### config.mk
export PLATFORM = sky130hd
export DESIGN_NAME = text_console
export DESIGN_NICKNAME = d
export VERILOG_FILES = /design/src/rtl/text_console.sv
export SDC_FILE = /design/constraint.sdc
export NUM_CORES = 1
export LEC_CHECK = 0
export BUFFER_PORTS_ARGS = -buffer_cell sky130_fd_sc_hd__buf_2
export CORE_MARGIN = 2
export CORE_UTILIZATION = 32
export CTS_CLUSTER_DIAMETER = 40
export DETAILED_ROUTE_END_ITERATION = 16
export GPL_ROUTABILITY_DRIVEN = 0
export PLACE_DENSITY = 0.58
export SYNTH_ARGS = -nofsm -noshare
export SYNTH_HDL_FRONTEND = slang
export SYNTH_SLANG_ARGS = --single-unit
### constraint.sdc
create_clock -name clk_sys -period 3 [get_ports clk_sys]
set_input_delay 0.75 -clock clk_sys [delete_from_list [all_inputs] [get_ports clk_sys]]
set_output_delay 0.75 -clock clk_sys [all_outputs]
set_load 0.01 [all_outputs]
### src/rtl/text_console.sv
// Byte-stream terminal front end for the 40x30 character RAM: cursor, scroll and clear.
// Optional TAB handling is enabled by defining CONSOLE_TAB_EN.
module text_console #(
    parameter int         COLS       = 40,
    parameter int         ROWS       = 30,
    parameter int         TOTAL      = COLS * ROWS,
    parameter logic [7:0] BLANK_CHAR = 8'h20
) (
    input  logic        clk_sys,
    input  logic        reset_n,
    input  logic        in_valid,
    input  logic [7:0]  in_data,
    output logic        in_ready,
    output logic        mem_wr,
    output logic [10:0] mem_addr,
    output logic [7:0]  mem_wdata,
    output logic [10:0] mem_rd_addr,
    input  logic [7:0]  mem_rd_data,
    output logic [5:0]  cursor_col,
    output logic [4:0]  cursor_row,
    output logic        busy
);

    localparam logic [10:0] LAST_ADDR     = 11'(TOTAL - 1);
    localparam logic [10:0] COLS_A        = 11'(COLS);
    localparam logic [10:0] LAST_COPY     = 11'(TOTAL - COLS - 1);
    localparam logic [10:0] LAST_ROW_BASE = 11'(TOTAL - COLS);
    localparam logic [5:0]  LAST_COL      = 6'(COLS - 1);
    localparam logic [4:0]  LAST_ROW      = 5'(ROWS - 1);

    typedef enum logic [2:0] {
        CLEAR_ALL,
        IDLE,
        PUT,
        SCROLL,
        CLEAR_ROW
    } state_t;

    state_t      state;
    logic [7:0]  data_q;
    logic [10:0] line_base;

    logic        printable_in;
    logic        printable_q;
    logic [10:0] cell_addr;
    logic [5:0]  put_col;
    logic        put_adv;
    logic        put_ff;
`ifdef CONSOLE_TAB_EN
    logic [5:0]  tab_col;
`endif

    always_comb begin
        printable_in = (in_data >= 8'h20) && (in_data <= 8'h7E);
        printable_q  = (data_q >= 8'h20) && (data_q <= 8'h7E);
        cell_addr    = line_base + {5'd0, cursor_col};
        put_col      = cursor_col;
        put_adv      = 1'b0;
        put_ff       = 1'b0;
`ifdef CONSOLE_TAB_EN
        tab_col      = (cursor_col | 6'd7) + 6'd1;
`endif
        case (data_q)
            8'h0D: put_col = '0;
            8'h0A: begin
                put_col = '0;
                put_adv = 1'b1;
            end
            8'h08: begin
                if (cursor_col != '0) put_col = cursor_col - 6'd1;
            end
            8'h0C: put_ff = 1'b1;
`ifdef CONSOLE_TAB_EN
            8'h09: begin
                if (tab_col >= 6'(COLS)) begin
                    put_col = '0;
                    put_adv = 1'b1;
                end else begin
                    put_col = tab_col;
                end
            end
`endif
            default: begin
                if (printable_q) begin
                    if (cursor_col == LAST_COL) begin
                        put_col = '0;
                        put_adv = 1'b1;
                    end else begin
                        put_col = cursor_col + 6'd1;
                    end
                end
            end
        endcase
    end

    always_ff @(posedge clk_sys or negedge reset_n) begin
        if (!reset_n) begin
            state       <= CLEAR_ALL;
            in_ready    <= 1'b0;
            busy        <= 1'b1;
            mem_wr      <= 1'b0;
            mem_addr    <= '0;
            mem_wdata   <= '0;
            mem_rd_addr <= '0;
            cursor_col  <= '0;
            cursor_row  <= '0;
            line_base   <= '0;
            data_q      <= '0;
        end else begin
            case (state)
                CLEAR_ALL: begin
                    if (!mem_wr) begin
                        mem_wr    <= 1'b1;
                        mem_addr  <= '0;
                        mem_wdata <= BLANK_CHAR;
                    end else if (mem_addr == LAST_ADDR) begin
                        mem_wr      <= 1'b0;
                        cursor_col  <= '0;
                        cursor_row  <= '0;
                        line_base   <= '0;
                        mem_rd_addr <= COLS_A;
                        in_ready    <= 1'b1;
                        busy        <= 1'b0;
                        state       <= IDLE;
                    end else begin
                        mem_addr <= mem_addr + 11'd1;
                    end
                end

                IDLE: begin
                    if (in_valid && in_ready) begin
                        data_q   <= in_data;
                        in_ready <= 1'b0;
                        state    <= PUT;
                        // The PUT-cycle write is registered here so it is visible during PUT.
                        if (printable_in) begin
                            mem_wr    <= 1'b1;
                            mem_addr  <= cell_addr;
                            mem_wdata <= in_data;
                        end else if (in_data == 8'h08 && cursor_col != '0) begin
                            mem_wr    <= 1'b1;
                            mem_addr  <= cell_addr - 11'd1;
                            mem_wdata <= BLANK_CHAR;
                        end
                    end
                end

                PUT: begin
                    mem_wr     <= 1'b0;
                    cursor_col <= put_col;
                    if (put_ff) begin
                        cursor_col <= '0;
                        cursor_row <= '0;
                        line_base  <= '0;
                        busy       <= 1'b1;
                        mem_wr     <= 1'b1;
                        mem_addr   <= '0;
                        mem_wdata  <= BLANK_CHAR;
                        state      <= CLEAR_ALL;
                    end else if (put_adv && cursor_row == LAST_ROW) begin
                        // rd_addr has held COLS since IDLE, so the first source byte
                        // arrives in the first SCROLL cycle.
                        busy        <= 1'b1;
                        mem_rd_addr <= COLS_A + 11'd1;
                        state       <= SCROLL;
                    end else begin
                        if (put_adv) begin
                            cursor_row <= cursor_row + 5'd1;
                            line_base  <= line_base + COLS_A;
                        end
                        in_ready <= 1'b1;
                        state    <= IDLE;
                    end
                end

                SCROLL: begin
                    if (mem_wr && mem_addr == LAST_COPY) begin
                        mem_addr  <= LAST_ROW_BASE;
                        mem_wdata <= BLANK_CHAR;
                        state     <= CLEAR_ROW;
                    end else begin
                        mem_wr    <= 1'b1;
                        mem_wdata <= mem_rd_data;
                        mem_addr  <= mem_wr ? mem_addr + 11'd1 : '0;
                        if (mem_rd_addr != LAST_ADDR) mem_rd_addr <= mem_rd_addr + 11'd1;
                    end
                end

                CLEAR_ROW: begin
                    if (mem_addr == LAST_ADDR) begin
                        mem_wr      <= 1'b0;
                        mem_rd_addr <= COLS_A;
                        in_ready    <= 1'b1;
                        busy        <= 1'b0;
                        state       <= IDLE;
                    end else begin
                        mem_addr <= mem_addr + 11'd1;
                    end
                end

                default: state <= CLEAR_ALL;
            endcase
        end
    end

endmodule
# --- After elaboration in Yosys (flattened, before gate mapping) ---
# Index checks and enable logic that the tools add are counted.
word_totals:
  ff_bits: 66
  in_bits: 19
op_classes:
  n_addsub: 8
  n_lt_le_gt_ge: 4
  eq_ne: 33
  n_mux: 74
  n_reduce_logical: 26
op_table:
  columns: ["cell", "count"]
  rows:
  - ["$mux 11", 19]
  - ["$pmux 11 s5", 1]
  - ["$mux 8", 6]
  - ["$pmux 11 s4", 1]
  - ["$eq 8x4->1 const B", 5]
  - ["$mux 6", 6]
  - ["$pmux 8 s4", 1]
  - ["$mux 5", 5]
  - ["$ne 2x2->1 const B", 12]
  - ["$add 11x1->11 const B", 2]
  - ["$eq 11x11->1 const B", 2]
  - ["$pmux 11 s2", 1]
  - ["$mux 1", 20]
  - ["$reduce_and 5->1", 4]
  - ["$pmux 6 s3", 1]
  - ["$ge 8x6->1 const B", 2]
  - ["$le 8x7->1 const B", 2]
  - ["$ne 3x3->1 const B", 5]
  - ["$pmux 3 s5", 1]
  - ["$mux 3", 4]
  - ["$pmux 6 s2", 1]
  - ["$reduce_and 6->1", 2]
  - ["$reduce_bool 4->1", 3]
  - ["$add 11x6->11", 1]
  - ["30 further kinds", 38]

# --- Longest topological paths before layout ---
logic_depth:
  depth_word: 8
  ltp_mapped: 8
  ltp_nobuf: 7

# --- Worst setup path before layout ---
# OpenSTA, ideal clock, no wires.
synth_path:
  path_kind: "input port to flip-flop"
  start: "input in_data[1]"
  end: "register mem_addr[5]"
  setup_time_ns: 0.104
  arrival_ns: 2.305
  required_time_ns: 2.896
  path_slack_ns: 0.592
  cell_stages: 6
  path_buffers: 0
  path_cell_list: "or4_1 > nor3_1 > a211o_2 > nand3_2 > or4_1 > o311ai_1"
synth_via:
  elab_chain_cells: 5
synth_lines:
  columns: ["item", "line", "text"]
  rows:
  - ["start: declaration", "12", "input logic [7:0] in_data,"]
  - ["$ge 8x6->1 / $le 8x7->1 (equally long branches)", "54", "printable_in = (in_data >= 8'h20) && (in_data <= 8'h7E);"]
  - ["$logic_and 1x1->1", "54", null]
  - ["$mux 11", "136", "if (printable_in) begin"]
  - ["$mux 11", "131", "if (in_valid && in_ready) begin"]
  - ["$pmux 11 s5", "110", "case (state)"]
  - ["end signal: assignment", "126", "mem_addr <= mem_addr + 11'd1;"]
  - ["end signal: assignment", "138", "mem_addr <= cell_addr;"]
  - ["end signal: assignment", "142", "mem_addr <= cell_addr - 11'd1;"]
  - ["end: declaration", "15", "output logic [10:0] mem_addr,"]
# Several ways; a longest one is shown, not always the timed one. The select of a mux whose other input is x is not followed.
# A chain may end at the register's enable or synchronous reset.

# --- Worst setup path in the final report ---
layout_path:
  start: "register cursor_col[4]"
  end: "register mem_addr[9]"
layout_via:
  elab_chain_cells: 6
layout_lines:
  columns: ["item", "line", "text"]
  rows:
  - ["start: declaration", "19", "output logic [5:0] cursor_col,"]
  - ["start signal: assignment", "150", "cursor_col <= put_col;"]
  - ["$add 11x6->11", "56", "cell_addr = line_base + {5'd0, cursor_col};"]
  - ["$sub 11x1->11", "142", null]
  - ["$mux 11", "140", "end else if (in_data == 8'h08 && cursor_col != '0) begin"]
  - ["$mux 11", "136", null]
  - ["$mux 11", "131", null]
  - ["$pmux 11 s5", "110", null]
# Several ways; a longest one is shown, not always the timed one. The select of a mux whose other input is x is not followed.

==> metrics <==
final slew viol count=0; RSZ-0062 raised after global routing=false; Num CTS Buffers=9; synth top area cells=dfrtp_1 36%, o21ai_0 4.1%, nand2_1 4.0%; filler instances=1363; Req. time, crit path=3220 ps; PD cells=381 nW/µm²; Yosys top cell area share=35.7%; Worst Setup EP=mem_addr[9]$_DFFE_PN0P_; Area Growth Syn to Fin=18.7%; drt pass-1 iters=5; Synth area leader=dfrtp_1; fin crit share=84.5%; critical path data arrival time=2750 ps; H-tree depth=3; worst-margin pin slew=635 ps; Tot GR Track Use=16.5%; synthesis-stage register bit count=63; CTS clk-pin slew, worst paths=60 ps; vias post-DR=4062; DR DRC count=0; Leak=2.40 nW; via-per-instance ratio=5.58; Sequential Area=1580 µm²; Clock Tree Buf Depth=2; warnings from Yosys=0; critical path type=reg -> reg; reg-to-reg critical path startpoint=cursor_col[4]$_DFFE_PN0P_; drt total wl=11.6 mm; Starting Density=32.8%; WL/cell=15.9 µm; Ports=63; Crit path largest cell delay=520 ps; dpl hpwl=8.62 mm; sequential area share after synthesis=36.3%; Die Ht=121 µm; Slew HR=57.2%; CTS tree=yes; Synth Area per Inst=9.00 µm²; vias in the first global route=3778; largest net degree at the start of global routing=41; Synthesized Nets=514; Post-synth EDFFs=0; final net count=578; Synth async-reset ratio=100%; Final Skew=10.1 ps; die width=121 µm; GR Overflow Total=0; Post-DP Area=4870 µm²; ANT nets after route=0; Port Buf Inserts=62; worst hold path class=in -> async; Main synth FF type=dfrtp_1; mapped cell area=4350 µm²; share of layout cells above drive strength 1=22.1%; Final Cell Area=5160 µm²; initial antenna violation count=0; Die Area=14500 µm²; CP Capture Type=register; ant diodes=0; CTS Hold Buffers Added=0; max-cap violations=0; Final Hold Fails=0; global-route wire length before repair=19.3 mm; crit-path cells=ha_1 -> nor4_1 -> nor3_1 -> or4_4 -> nand4_1 -> o41ai_1 -> o32a_1; CP max FO=7; Core ar.=13200 µm²; cells on worst reg2reg path=7; flop2flop setup slack=470 ps; CP max stage cell=or4_4; DRT iter0 DRCs=320; Cells after Synth=483; Clock Latency Late Sink=340 ps; Root Buffer=clkbuf_16; Setup violations, final=0; status=completed; Rows=42; area of the multi-input gates=2610 µm²; Fmax achieved=0.395 GHz; CP startpoint=cursor_col[4]$_DFFE_PN0P_; setup TNS=0 ps; crit path time final=2530 ps; Critical R2R Capture=mem_addr[9]$_DFFE_PN0P_; startpoint types=register; Max IR drop VDD=254 µV; synth unique cells=83; setup bufs post-CTS=0; Post-CTS Resized=0; CTS sink cnt=63
-- routing by layer --
layer | vias to the layer above | wire length, µm | part of all wire (%) | track usage [%]
li1 | 1981 | - | - | -
met1 | 1980 | 5840 | 50 | 23.9
met2 | 88 | 5150 | 44 | 24.2
met3 | 13 | 453 | 3.9 | 3.58
met4 | 0 | 151 | 1.3 | 5.89
met5 | - | 0 | 0 | 0
-- synth_stat cells, types with 8 or more instances --
cell      number
a21oi_1       20
and3_1        14
clkbuf_1       9
dfrtp_1       62
ha_1          12
inv_1         14
mux2_2        10
nand2_1       46
nand3_1       22
nand4_1        8
nor2_1        30
nor3_1        13
o211ai_1      10
o21ai_0       36
or4_1          8
-- per-stage QoR --
step                hold slack [ps]  total power [mW]  cells  utilization (%)  setup slack, ps
finish                          412              1.97    728             39.0              466
detailed placement              471             0.934    712             36.7              221
CTS                             429              2.00    728             39.0              458
floorplan                       454             0.889    483                -              592
global route                    465              2.03    728             39.0              333
global placement                457             0.933    712             36.7              258
-- cell type report --
cell class | instances | area share, %
Multi-Input combinational cell | 386 | 50.6
Timing Repair Buffer | 73 | 7.85
Tap cell | 176 | 4.27
Inverter | 14 | 1.02
Clock inverter | 7 | 1.36
Clock buffer | 9 | 4.36
Sequential cell | 63 | 30.6
-- flip-flops by register name, indices dropped and copies added, names as in the netlist --
register and cells:
cursor_row 5, data_q 8, mem_wr 1, cursor_col 6, busy 1, state 3
in_ready 1, mem_rd_addr 11, mem_addr 11, line_base 8, mem_wdata 8
-- cell usage in the layout (no fill, tap or decap), types with 8 or more instances in the layout --
cell,synthesis,layout
dfrtp_1,62,62
buf_2,7,62
nand2_1,46,46
o21ai_0,36,36
nor2_1,30,30
nand3_1,22,22
a21oi_1,20,20
inv_1,14,14
and3_1,14,14
nor3_1,13,13
ha_1,12,12
o211ai_1,10,10
mux2_2,10,10
buf_4,0,10
clkbuf_16,0,9
or4_1,8,8
nand4_1,8,8
-- where the power goes --
group / total, mW / leakage, nW / switching, mW / internal, mW
sequential: 0.850 / 0.851 / 0 / 0.850
combinational: 0.0674 / 1.40 / 0.0434 / 0.0240
clock: 1.05 / 0.146 / 0.406 / 0.644
total: 1.97 / 2.40 / 0.450 / 1.52
-- worst min path at each step --
stage | startpoint | endpoint | slack, ps
floorplan | reset_n | cursor_col[0]$_DFFE_PN0P_ | 450
global placement | mem_wdata[4]$_DFFE_PN0P_ | mem_wdata[4]$_DFFE_PN0P_ | 460
detailed placement | mem_wdata[6]$_DFFE_PN0P_ | mem_wdata[6]$_DFFE_PN0P_ | 470
CTS | reset_n | cursor_row[3]$_DFFE_PN0P_ | 430
global route | reset_n | cursor_row[3]$_DFFE_PN0P_ | 460
finish | reset_n | cursor_row[2]$_DFFE_PN0P_ | 410
-- worst max-delay path, delay by kind of cell, from the launching register on --
family,cells,cell delay (ps)
adder cells (fa/ha/maj),1,420
flip-flops,1,460
AND/OR/NAND/NOR,4,1110
AO/OA/AOI/OAI,2,410
-- kinds of logic after synthesis --
kind of cell    count (synthesis)  synth area share (%)
compound gates                146                  23.8
xor+xnor                       14                  2.82
fa+ha+maj                      13                  3.68
buf+inv                        34                  3.68
flops                          63                  36.3
mux                            13                  3.28
simple gates                  200                  26.4
(Power assumes the default switching activity.)
